===== config.mk =====
export PLATFORM = sky130hd
export DESIGN_NAME = splat_writer
export DESIGN_NICKNAME = d
export VERILOG_FILES = /design/src/rtl/splat_pkg.sv /design/src/rtl/splat_word_mux.sv /design/src/rtl/splat_writer.sv
export SDC_FILE = /design/constraint.sdc
export NUM_CORES = 1
export LEC_CHECK = 0
export CAP_MARGIN = 15
export CORE_MARGIN = 4
export CORE_UTILIZATION = 52
export DETAILED_ROUTE_END_ITERATION = 12
export HOLD_SLACK_MARGIN = 0.12
export PLACE_DENSITY_LB_ADDON = 0.1
export SYNTH_ARGS = -nofsm -noshare
export SYNTH_HDL_FRONTEND = slang
export SYNTH_SLANG_ARGS = --single-unit

===== constraint.sdc =====
create_clock -name clk -period 6.2 [get_ports clk]
set_clock_uncertainty 0.15 [all_clocks]
set_input_delay 1.24 -clock clk [delete_from_list [all_inputs] [get_ports clk]]
set_output_delay 1.24 -clock clk [all_outputs]
set_load 0.03 [all_outputs]

===== src/rtl/splat_pkg.sv =====
// Shared types and packing helper for the 32-byte splat_2d_t record.
// splat_2d_t is laid out LSB-first in word order: bits [63:0] hold word 0.
package splat_pkg;

    localparam int SPLAT_WORDS = 4;
    localparam int SPLAT_BYTES = 32;
    localparam int SPLAT_BITS  = SPLAT_BYTES * 8;
    localparam int WORD_W      = 64;
    localparam int POS_W       = 32;
    localparam int DEPTH_W     = 32;
    localparam int COV_W       = 16;
    localparam int COV_B2_W    = 32;
    localparam int COLOR_W     = 8;
    localparam int BBOX_W      = 16;

    typedef struct packed {
        logic [BBOX_W-1:0]   bbox_y1;
        logic [BBOX_W-1:0]   bbox_x1;
        logic [BBOX_W-1:0]   bbox_y0;
        logic [BBOX_W-1:0]   bbox_x0;
        logic [COLOR_W-1:0]  opacity;
        logic [COLOR_W-1:0]  b;
        logic [COLOR_W-1:0]  g;
        logic [COLOR_W-1:0]  r;
        logic [COV_B2_W-1:0] cov_b2_fp;
        logic [COV_W-1:0]    cov_c_fp;
        logic [COV_W-1:0]    cov_a_fp;
        logic [DEPTH_W-1:0]  depth;
        logic [POS_W-1:0]    sy_fp;
        logic [POS_W-1:0]    sx_fp;
    } splat_2d_t;

    typedef enum logic [1:0] {
        ST_OFF  = 2'd0,
        ST_IDLE = 2'd1,
        ST_EMIT = 2'd2
    } wr_state_t;

    function automatic logic [WORD_W-1:0] pack_splat_word(splat_2d_t s, logic [1:0] idx);
        logic [WORD_W-1:0] w;
        w = '0;
        case (idx)
            2'd0: w = {s.sy_fp, s.sx_fp};
            2'd1: w = {s.cov_c_fp, s.cov_a_fp, s.depth};
            2'd2: w = {s.opacity, s.b, s.g, s.r, s.cov_b2_fp};
            2'd3: w = {s.bbox_y1, s.bbox_x1, s.bbox_y0, s.bbox_x0};
            default: w = '0;
        endcase
        return w;
    endfunction

endpackage


===== src/rtl/splat_word_mux.sv =====
// Combinational 4:1 selector of one 64-bit word out of a packed splat record.
module splat_word_mux
    import splat_pkg::*;
(
    input  logic [SPLAT_BITS-1:0] rec,
    input  logic [1:0]            idx,
    output logic [WORD_W-1:0]     word
);

    assign word = pack_splat_word(splat_2d_t'(rec), idx);

endmodule


===== src/rtl/splat_writer.sv =====
// Packs one splat into four 64-bit words and streams them with sequential addresses.
// Optional SPLAT_WRITER_CULL_EN drops splats with an inverted bbox and counts them.
//
// state   | meaning
// ST_OFF  | no start seen since reset, nothing accepted
// ST_IDLE | armed, holding register empty
// ST_EMIT | holding register full, words 0..3 being offered
module splat_writer
    import splat_pkg::*;
#(
    parameter int ADDR_W = 29,
    parameter int CNT_W  = 20
)
(
    input  logic                clk,
    input  logic                reset,
    input  logic                start,
    input  logic [ADDR_W-1:0]   base_addr,
    input  logic                in_valid,
    output logic                in_ready,
    input  logic [31:0]         sx_fp,
    input  logic [31:0]         sy_fp,
    input  logic [31:0]         depth,
    input  logic [15:0]         cov_a_fp,
    input  logic [15:0]         cov_c_fp,
    input  logic [31:0]         cov_b2_fp,
    input  logic [7:0]          r,
    input  logic [7:0]          g,
    input  logic [7:0]          b,
    input  logic [7:0]          opacity,
    input  logic [15:0]         bbox_x0,
    input  logic [15:0]         bbox_y0,
    input  logic [15:0]         bbox_x1,
    input  logic [15:0]         bbox_y1,
    output logic [63:0]         word_data,
    output logic [ADDR_W-1:0]   word_addr,
    output logic                word_valid,
    input  logic                word_ready,
    output logic [CNT_W-1:0]    splat_count,
`ifdef SPLAT_WRITER_CULL_EN
    output logic [CNT_W-1:0]    cull_count,
`endif
    output logic                busy
);

    wr_state_t         state, state_nxt;
    splat_2d_t         rec_q, rec_in;
    logic [1:0]        word_idx;
    logic [ADDR_W-1:0] base_q;
    logic              active, held;
    logic              accept, drop, keep, word_fire, last_fire;

    always_comb begin
        rec_in = '{sx_fp: sx_fp, sy_fp: sy_fp, depth: depth,
                   cov_a_fp: cov_a_fp, cov_c_fp: cov_c_fp, cov_b2_fp: cov_b2_fp,
                   r: r, g: g, b: b, opacity: opacity,
                   bbox_x0: bbox_x0, bbox_y0: bbox_y0, bbox_x1: bbox_x1, bbox_y1: bbox_y1};
    end

    assign active    = (state != ST_OFF);
    assign held      = (state == ST_EMIT);
    assign word_fire = word_valid && word_ready;
    assign last_fire = word_fire && (word_idx == 2'd3);
    assign accept    = in_valid && in_ready;

`ifdef SPLAT_WRITER_CULL_EN
    assign drop = accept && (($signed(bbox_x1) < $signed(bbox_x0)) ||
                             ($signed(bbox_y1) < $signed(bbox_y0)));
`else
    assign drop = 1'b0;
`endif
    assign keep = accept && !drop;

    always_ff @(posedge clk) begin
        if (reset) state <= ST_OFF;
        else       state <= state_nxt;
    end

    always_comb begin
        state_nxt = state;
        if (start) begin
            state_nxt = ST_IDLE;
        end else begin
            case (state)
                ST_IDLE: if (keep) state_nxt = ST_EMIT;
                ST_EMIT: if (last_fire && !keep) state_nxt = ST_IDLE;
                default: state_nxt = state;
            endcase
        end
    end

    // in_ready reopens during the last word's handshake so splats stream without a bubble
    always_comb begin
        word_valid = held;
        busy       = held;
        in_ready   = active && !start && (!held || last_fire);
    end

    always_ff @(posedge clk) begin
        if (reset) begin
            rec_q       <= '0;
            word_idx    <= '0;
            base_q      <= '0;
            splat_count <= '0;
`ifdef SPLAT_WRITER_CULL_EN
            cull_count  <= '0;
`endif
        end else if (start) begin
            base_q      <= base_addr;
            splat_count <= '0;
            word_idx    <= '0;
`ifdef SPLAT_WRITER_CULL_EN
            cull_count  <= '0;
`endif
        end else begin
            if (keep) begin
                rec_q    <= rec_in;
                word_idx <= '0;
            end else if (word_fire) begin
                word_idx <= word_idx + 2'd1;
            end
            if (last_fire) splat_count <= splat_count + CNT_W'(1);
`ifdef SPLAT_WRITER_CULL_EN
            if (drop) cull_count <= cull_count + CNT_W'(1);
`endif
        end
    end

    assign word_addr = base_q + ADDR_W'({splat_count, 2'b00}) + ADDR_W'(word_idx);

    splat_word_mux u_word_mux (
        .rec  (rec_q),
        .idx  (word_idx),
        .word (word_data)
    );

endmodule


# [Word level (Yosys, flattened, before mapping)]
# Cells that the tools add are included.
[totals] regBits=309 input_bits=290 out_inout_bits=116 wordCells=57
[op_classes] n_addsub=4 n_eq_ne=9 muxes=5 bitwise_logic=1 reduce_logical=19
[ops] operator="$pmux 64 s4" n=1
[ops] operator="$add 29x2->29" n=1
[ops] operator="$add 29x22->29" n=1
[ops] operator="$add 20x1->20 const B" n=1
[ops] operator="$eq 2x2->1 const B" n=3
[ops] operator="$logic_and 1x1->1" n=6
[ops] operator="$reduce_and 3->1" n=2
[ops] operator="$eq 2x1->1 const B" n=2
[ops] operator="$mux 2" n=2
[ops] operator="$pmux 2 s2" n=1
[ops] operator="$reduce_bool 2->1" n=2
[ops] operator="$logic_not 1->1" n=3
[ops] operator="$ne 3x2->1 const B" n=1
[ops] operator="$ne 3x3->1 const B" n=1
[ops] operator="$reduce_bool 3->1" n=1
[ops] operator="$reduce_or 3->1" n=1
[ops] operator="$add 2x1->2 const B" n=1
[ops] operator="$logic_not 2->1" n=1
[ops] operator="$ne 2x1->1 const B" n=1
[ops] operator="$ne 2x2->1 const B" n=1
[ops] operator="$reduce_and 2->1" n=1
[ops] operator="$reduce_or 2->1" n=1
[ops] operator="$logic_or 1x1->1" n=1
[ops] operator="$mux 1" n=1
[ops] operator="$not 1->1" n=1

# [Longest topological paths before layout]
# Gate-level depths: netlist of the first run.
[logic_depth] depth_word=11 depth_mapped=10 depth_no_buf=8

# [Modules after synthesis]
# From an unflattened synthesis of the first run, not the netlist that was laid out.
[unflattened] hier_cells=1650 hier_area_um2=14029.7
[by_module_without_submodules] mod="splat_writer" n_inst=1 cells_per_inst=1572 area_per_inst_um2=12406.9 seq_area_each_um2=6185.9
[by_module_without_submodules] mod="splat_word_mux" n_inst=1 cells_per_inst=78 area_per_inst_um2=1622.8 seq_area_each_um2=0.0

# [Least setup slack after synthesis of the first run]
# No wires, ideal clock.
[synth_timing] path_type="reg2out" start="reg word_idx[0]" end="out word_addr[16]" t_arrival_ns=2.575 t_required_ns=4.810 path_slack_ns=2.235 path_stages_with_launch=9 path_cell_list="dfxtp_1 > ha_1 > fa_1 > a211oi_1 > o21bai_1 > a21oi_1 > o31ai_1 > and3_1 > nor3_1"
[synth_between] elab_chain_len=1
[synth_lines] item="from (decl)" line="splat_writer.sv:48" source="logic [1:0] word_idx;"
[synth_lines] item="from (signal assigned)" line="splat_writer.sv:120" source="word_idx <= word_idx + 2'd1;"
[synth_lines] item="$add 29x2->29" line="splat_writer.sv:129" source="assign word_addr = base_q + ADDR_W'({splat_count, 2'b00}) + ADDR_W'(word_idx);"
[synth_lines] item="to (decl)" line="splat_writer.sv:36" source="output logic [ADDR_W-1:0] word_addr,"
# No other way between the ends.

# [Worst setup path after layout of the first run]
# Same ends and word-level chain as after synthesis.

==> impl_metrics.json, run 1 <==
{
  "cts-root-buf": "clkbuf_16",
  "hold_buffers": 0,
  "ys.flop_type": "dfxtp_1",
  "numCtsBuffers": 35,
  "setup_violations": 0,
  "crit_chain": "ha_1 > fa_1 > a211oi_1 > o21bai_1 > a21oi_1 > o31ai_1 > a2111oi_0 > nor3_1 > clkdlybuf4s50_1",
  "cp_max_fo": 5,
  "die_w_um": 172,
  "critPathSlowestCell": "clkdlybuf4s50_1",
  "coreArea_um2": 26300,
  "grt_max_degree": 156,
  "layout.core_utilization": 0.738,
  "clkTransAtPathRegs_ns": 0.06,
  "drt_pass1_iterations": 10,
  "hold_start": "rec_q[225]",
  "power_density_nw_per_um2": 247,
  "synthTopCellsByArea": "dfxtp_1 44%, nand2_1 14%, a21oi_1 10%, mux2i_1 6.8%, a222oi_1 4.6%",
  "cpPeakStageDelay_ns": 0.60,
  "cts_resized": 0,
  "final_cell_mix": "540 x nand2_1, 403 x clkdlybuf4s50_1, 309 x dfxtp_1",
  "finalInstanceArea_um2": 19400,
  "vias_per_cell": 5.62,
  "r2r-start": "word_idx[1]",
  "drc": 0,
  "rrSetupSlack_ns": 2.36,
  "syn-cell-area_um2": 14000,
  "num_vias": 14000,
  "period_needed_ns": 5.03,
  "hold_end": "rec_q[225]",
  "worst_pin_slew_ns": 1.01,
  "crit_path_start_kind": "register",
  "ys_warn_count": 0,
  "initial_core_util": 0.534,
  "synth_cell_types": 49,
  "final_common_cell": "nand2_1",
  "ys_async_sr_fraction": 0,
  "grt_pass1_wl_um": 68600,
  "syn2layout_area_growth_pct": 38.3,
  "layout-drive-gt1-share": 0.0440,
  "num_rows": 59,
  "port_buffers": 405,
  "htree_levels": 2,
  "worstRegToRegCells": 7,
  "clock_latency_ns": 0.52,
  "cap_violations": 0,
  "gp_congestion": 0.928,
  "postSynthAreaPerCell_um2": 7.86,
  "cts.sinks": 309,
  "rr_endpoint": "rec_q[189]",
  "finalCritPeriodShare": 0.811,
  "max_slew_margin": 0.325,
  "yosysTopAreaCell": "dfxtp_1",
  "die_y_um": 172,
  "postRouteAntennaNets": 0,
  "clockBufferDepth": 3,
  "cts_setup_buffers": 0,
  "fin_tns_setup_ns": 0,
  "hold_class": "register to register",
  "dieArea_um2": 29700,
  "worstHoldPathCells": 2,
  "cts_tree": "built",
  "wire_per_inst_um": 18.1,
  "synth-edff-count": 0,
  "yosysSeqAreaShare": 0.441,
  "ys_ff_latch": 309,
  "end_kind": "output port",
  "path_class": "register to output port",
  "place_area_um2": 18200,
  "fmax_ghz": 0.199,
  "critical_path_required_ns": 4.81,
  "globalRouteOverflowTotal": 0,
  "grt_antenna_before_repair": 10,
  "synth_cells": 1785,
  "pin_count": 406,
  "timing.final.hold_violations": 0,
  "final_max_slew_viol_count": 0,
  "dpl.hpwl_um": 31200,
  "grt_pass1_vias": 13500,
  "drt_iter0_drc": 1483,
  "cp_data_arrival_time_ns": 3.64,
  "synth_nets": 2106,
  "track_usage": 0.286,
  "rsz0062_at_grt": "no",
  "wirelength_um": 45100,
  "status": "completed",
  "yosys.area.top_type_share": 0.441,
  "nets": 2432,
  "vdd_drop_max_v": 0.000293,
  "leakage_nw": 7.23
}
[how the worst max path moves through the flow]
| stage | startpoint | endpoint | slack (ns) |
|---|---|---|---|
| 3_3_place_gp | word_idx[0] | word_addr[16] | 1.71 |
| 5_1_grt | word_idx[0] | word_addr[16] | 0.83 |
| 3_5_place_dp | word_idx[0] | word_addr[16] | 1.72 |
| 6_report | word_idx[0] | word_addr[16] | 1.17 |
| 4_1_cts | word_idx[0] | word_addr[16] | 1.15 |
| 2_1_floorplan | word_idx[0] | word_addr[16] | 2.23 |
[metal layers]
layer  global-route usage  vias to the layer above  part of all wire
met5                    0                        -           0.00029
met4                0.137                        2             0.047
met3               0.0734                      118             0.088
met2                0.483                      603              0.48
met1                0.342                     6494              0.39
li1                     -                     6747                 -
[metrics by stage]
step	worst slack [ns]	power, mW	std cells	hold slack (ns)
6_report	1.17	4.80	2483	0.303
5_1_grt	0.833	4.97	2482	0.322
4_1_cts	1.15	4.83	2473	0.305
3_5_place_dp	1.72	2.69	2409	0.296
3_3_place_gp	1.71	2.68	2409	0.292
2_1_floorplan	2.23	2.39	1785	0.286
[synthesized netlist by cell type (all sizes together), types with 3 or more instances]
cell,n
or3,4
buf,54
a2111oi,4
and3,14
dfxtp,309
a222oi,64
and2,4
nand3,22
mux2i,95
a21o,10
nor2b,6
a21oi,285
o2111ai,6
o31ai,3
inv,75
nor3,16
xor2,14
o21bai,3
nand4,8
nor2,69
o21ai,17
clkbuf,78
a211oi,4
ha,30
nand2,540
o211ai,7
xnor2,26
[critical path: cells and delay by family (launching register included)]
kind	cells	cell delay (ns)
AND/OR/NAND/NOR	1	0.11
AO/OA/AOI/OAI	5	1.42
buffers and inverters	1	0.60
flip-flops	1	0.34
adder cells (fa/ha/maj)	2	0.64
[kinds of logic after synthesis]
logic type               after synthesis  share of synthesized area
AO/OA/AOI/OAI                        411                      0.181
XOR/XNOR                              40                     0.0250
adder cells (fa/ha/maj)               31                     0.0282
buffers and inverters                207                     0.0583
flip-flops                           309                      0.441
multiplexers                          95                     0.0678
AND/OR/NAND/NOR                      692                      0.198
[sequential cells by signal, summed over array words and instances (netlist names)]
register     cells
state            2
word_idx         2
splat_count     20
rec_q          256
base_q          29
[power by group]
part / switching, mW / internal, mW / total, mW
clock: 0.839 / 1.31 / 2.15
combinational: 0.271 / 0.284 / 0.556
sequential: 0.0402 / 2.05 / 2.09
[cell type report]
class,count,area (um2)
well taps,335,419
repair buffers,421,4210
clock inverters,15,170
diodes,10,25.0
fillers,2099,6880
inverters,75,282
flip-flops and latches,309,6190
multi-input cells,1269,7060
clock buffers,49,1050
Power figures use the tool's default switching activity.
==> run 2: changes to the inputs <==
CORE_UTILIZATION = 43   (was 52)
clock period = 4.47 ns   (was 6.2 ns; I/O delays follow)
==> impl_metrics.json, run 2 (synthesis gave the netlist of run 1 again) <==
{
  "path_class": "register to output port",
  "drt_iter0_drc": 1085,
  "clockBufferDepth": 3,
  "regMostFlops": "rec_q",
  "grt_max_degree": 148,
  "crit_chain": "ha_1 > fa_1 > a211oi_1 > o21bai_1 > a21oi_2 > o31ai_1 > a2111oi_1 > nor3_1 > dlygate4sd2_1",
  "status": "completed",
  "initial_core_util": 0.440,
  "htree_levels": 2,
  "max_slew_margin": 0.507,
  "postRouteAntennaNets": 0,
  "num_rows": 65,
  "hold_class": "register to register",
  "num_vias": 13600,
  "setup_violations": 0,
  "cts_tree": "built",
  "port_buffers": 405,
  "track_usage": 0.241,
  "final_common_cell": "nand2_1",
  "worst_pin_slew_ns": 0.740,
  "globalRouteOverflowTotal": 0,
  "rsz0062_at_grt": "yes",
  "power_density_nw_per_um2": 333,
  "grt_pass1_wl_um": 70900,
  "period_needed_ns": 4.34,
  "drc": 0,
  "leakage_nw": 7.41,
  "clock_latency_ns": 0.50,
  "dp.cells": 2513,
  "die_w_um": 189,
  "grt_antenna_before_repair": 14,
  "dieArea_um2": 35600,
  "syn2layout_area_growth_pct": 39.9,
  "cp_top_family": "compound AO/OA/AOI/OAI gates",
  "fmax_ghz": 0.231,
  "nets": 2438,
  "cap_violations": 0,
  "gp_congestion": 0.903,
  "reg.largest.list": "rec_q (256), base_q (29), splat_count (20)",
  "crit_buf_inv": 1,
  "pin_count": 406,
  "hold_buffers": 0,
  "cts-root-buf": "clkbuf_16",
  "wire_per_inst_um": 17.5,
  "finalCritPeriodShare": 0.970,
  "critical_path_required_ns": 3.43,
  "cp_max_fo": 5,
  "seq_area_um2": 6190,
  "numCtsBuffers": 36,
  "largest_reg_flops": 256,
  "end_kind": "output port",
  "drt_pass1_iterations": 9,
  "dpl.hpwl_um": 31400,
  "cp_data_arrival_time_ns": 3.29,
  "layout-drive-gt1-share": 0.0448,
  "grt_pass1_vias": 13200,
  "final_cell_mix": "540 x nand2_1, 387 x clkdlybuf4s50_1, 309 x dfxtp_1",
  "fin_hold_ws_ns": 0.302,
  "timing.final.hold_violations": 0,
  "critPathSlowestCell": "fa_1",
  "clkTransAtPathRegs_ns": 0.06,
  "n_fill_cell": 2916,
  "die_y_um": 189,
  "final_max_slew_viol_count": 0,
  "vdd_drop_max_v": 0.000255,
  "crit_path_start_kind": "register",
  "cpPeakStageDelay_ns": 0.43,
  "vias_per_cell": 5.28,
  "instances_no_fill": 2582,
  "coreArea_um2": 31900,
  "multi_input_area_um2": 7080,
  "cts.sinks": 309,
  "wirelength_um": 45300
}
[run 2: final timing paths]
path / from / to / slack, ns / cells after the start
setup / recovery: word_idx[0] / word_addr[16] / 0.13 / 9
hold / removal: rec_q[55] / rec_q[55] / 0.30 / 2
setup reg to reg: word_idx[1] / rec_q[90] / 1.25 / 7
hold reg to reg: rec_q[55] / rec_q[55] / 0.30 / 2
[run 2: repair_timing]
action | in CTS | in global routing
gates cloned | 0 | 0
endpoints found under the setup margin | 9 | 11
pin swaps | 0 | 1
setup buffers | 0 | 1
resized for setup | 9 | 11
[run 2: where the power goes]
group / leakage, nW / total [mW] / internal [mW] / switching [mW]
Clock: 0.581 / 2.86 / 1.73 / 1.13
Sequential: 2.51 / 2.90 / 2.85 / 0.0533
Combinational: 4.32 / 0.770 / 0.396 / 0.374
Total: 7.41 / 6.54 / 4.98 / 1.56
[run 2: cell type report]
type	instances	share of cell area
Multi-Input combinational cell	1269	0.361
Sequential cell	309	0.315
Timing Repair Buffer	426	0.221
Clock buffer	55	0.0573
Tap cell	435	0.0277
Inverter	75	0.0144
Clock inverter	7	0.00249
Antenna cell	6	0.000765
[run 2: worst register-to-register path, cell delays in order, from the launching register on]
cell	delay [ns]
dfxtp_1	0.47
ha_2	0.68
nand3_1	0.33
nand2_1	0.24
and3_4	0.57
buf_4	0.44
nand2_1	0.14
a21oi_1	0.13
[run 2: per-stage QoR]
step                instance area, um2  power, mW  setup TNS [ns]  setup WS (ns)  utilization
global placement                 18400       3.73               0          0.343        0.577
finish                           19600       6.54               0          0.134        0.615
detailed placement               18400       3.74               0          0.278        0.577
floorplan                        14000       3.31               0          0.851            -
global route                     19600       6.79         -0.0765        -0.0765        0.615
CTS                              19600       6.61               0         0.0187        0.614
[run 2: routing by layer]
metal,GRT usage,routed length (um),share of wire
met1,0.303,18500,0.41
met2,0.403,21500,0.47
met3,0.0680,3860,0.085
met4,0.0774,1320,0.029
met5,0,99,0.0022
==> run 3: changes to the inputs <==
SKIP_CTS_REPAIR_TIMING = 1   (was unset)
TNS_END_PERCENT = 50   (was unset)
==> impl_metrics.json, run 3 (synthesis gave the netlist of run 1 again) <==
{
  "status": "completed",
  "nets": 2437,
  "largest_reg_flops": 256,
  "finalCritPeriodShare": 0.989,
  "syn2layout_area_growth_pct": 40.0,
  "initial_core_util": 0.440,
  "cp_top_family": "compound AO/OA/AOI/OAI gates",
  "cap_violations": 0,
  "grt_antenna_before_repair": 14,
  "cts.sinks": 309,
  "period_needed_ns": 4.42,
  "layout-drive-gt1-share": 0.0444,
  "regMostFlops": "rec_q",
  "crit_chain": "ha_1 > and2_1 > and3_1 > o2111ai_2 > a2111oi_4 > nor2b_1 > xnor2_1 > clkdlybuf4s50_1",
  "final_cell_mix": "540 x nand2_1, 388 x clkdlybuf4s50_1, 309 x dfxtp_1",
  "wirelength_um": 45400,
  "wl_met2_um": 21500,
  "power_density_nw_per_um2": 333,
  "cp_data_arrival_time_ns": 3.38,
  "final_max_slew_viol_count": 0,
  "crit_path_start_kind": "register",
  "path_class": "register to output port",
  "num_rows": 65,
  "fin_tns_setup_ns": 0,
  "leakage_nw": 7.47,
  "cp_num_cells": 8,
  "cp_max_fo": 7,
  "reg.largest.list": "rec_q (256), base_q (29), splat_count (20)",
  "wire_per_inst_um": 17.6,
  "highest_layer": "met5",
  "grt_pass1_vias": 13200,
  "clockBufferDepth": 3,
  "fmax_ghz": 0.226,
  "worst_slack_ns": 0.0485,
  "coreArea_um2": 31900,
  "r2r-start": "word_idx[1]",
  "setup_violations": 0,
  "drt_iter0_drc": 969,
  "die_y_um": 189,
  "die_w_um": 189,
  "end_kind": "output port",
  "numCtsBuffers": 36,
  "htree_levels": 2,
  "cts-root-buf": "clkbuf_16",
  "port_buffers": 405,
  "gp_congestion": 0.903,
  "pin_count": 406,
  "crit_buf_inv": 1,
  "postRouteAntennaNets": 0,
  "cpPeakStageDelay_ns": 0.68,
  "track_usage": 0.241,
  "rsz0062_at_grt": "yes",
  "endpoint": "word_addr[19]",
  "worstRegToRegCells": 7,
  "critPathSlowestCell": "clkdlybuf4s50_1",
  "vias_per_cell": 5.28,
  "clkTransAtPathRegs_ns": 0.05,
  "timing.final.hold_violations": 0,
  "rrSetupSlack_ns": 1.24,
  "cts_tree": "built",
  "drt-met1-wl_um": 18700,
  "drc": 0,
  "place_ws_ns": 0.278,
  "final_common_cell": "nand2_1",
  "startpoint": "splat_count[1]",
  "num_vias": 13600,
  "grt_pass1_wl_um": 70900,
  "clock_latency_ns": 0.50,
  "grt_max_degree": 148,
  "drt_pass1_iterations": 6,
  "vdd_drop_max_v": 0.000255,
  "globalRouteOverflowTotal": 0,
  "dpl.hpwl_um": 31400,
  "worst_pin_slew_ns": 0.744,
  "max_slew_margin": 0.504,
  "hold_class": "register to register",
  "dieArea_um2": 35600,
  "rr_endpoint": "rec_q[28]",
  "critical_path_required_ns": 3.43,
  "wl_met3_um": 3830
}
[run 3: area by class of cell]
class | instances | area, um2
Antenna cell | 6 | 15.0
Clock buffer | 55 | 1120
Clock inverter | 7 | 48.8
Fill cell | 2920 | 12200
Inverter | 75 | 282
Multi-Input combinational cell | 1269 | 7080
Sequential cell | 309 | 6190
Tap cell | 435 | 544
Timing Repair Buffer | 425 | 4350
[run 3: tightest hold or removal path, stage by stage (launching register included)]
cell and delay, ns:
dfxtp_1 0.30, nand2_1 0.05, a21oi_1 0.05
[run 3: power by group]
| group | total (mW) | switching (mW) | internal, mW |
|---|---|---|---|
| logic | 0.773 | 0.375 | 0.398 |
| clock network | 2.87 | 1.14 | 1.73 |
| registers | 2.90 | 0.0535 | 2.85 |
| total | 6.54 | 1.56 | 4.98 |
[run 3: metrics by stage]
step	hold WS, ns	cells	power, mW	utilization	area (um2)
after floorplan	0.286	1785	3.31	-	14000
after global placement	0.291	2513	3.73	0.577	18400
after detailed placement	0.296	2513	3.74	0.577	18400
after CTS	0.304	2575	6.61	0.614	19600
after global routing	0.317	2581	6.79	0.616	19600
final	0.303	2581	6.54	0.616	19600
[run 3: worst min-delay path by stage]
| stage | from | endpoint | slack, ns | depth (start not counted) |
|---|---|---|---|---|
| after floorplan | rec_q[143] | rec_q[143] | 0.29 | 2 |
| after global placement | rec_q[55] | rec_q[55] | 0.29 | 2 |
| after detailed placement | rec_q[206] | rec_q[206] | 0.30 | 2 |
| after CTS | rec_q[206] | rec_q[206] | 0.30 | 2 |
| after global routing | rec_q[55] | rec_q[55] | 0.32 | 2 |
| final | rec_q[55] | rec_q[55] | 0.30 | 2 |
[run 3: routing by layer]
metal | vias to the layer above | global-route usage
met2 | 473 | 0.403
met1 | 6310 | 0.303
met5 | - | 0
met3 | 89 | 0.0680
li1 | 6734 | -
met4 | 16 | 0.0774
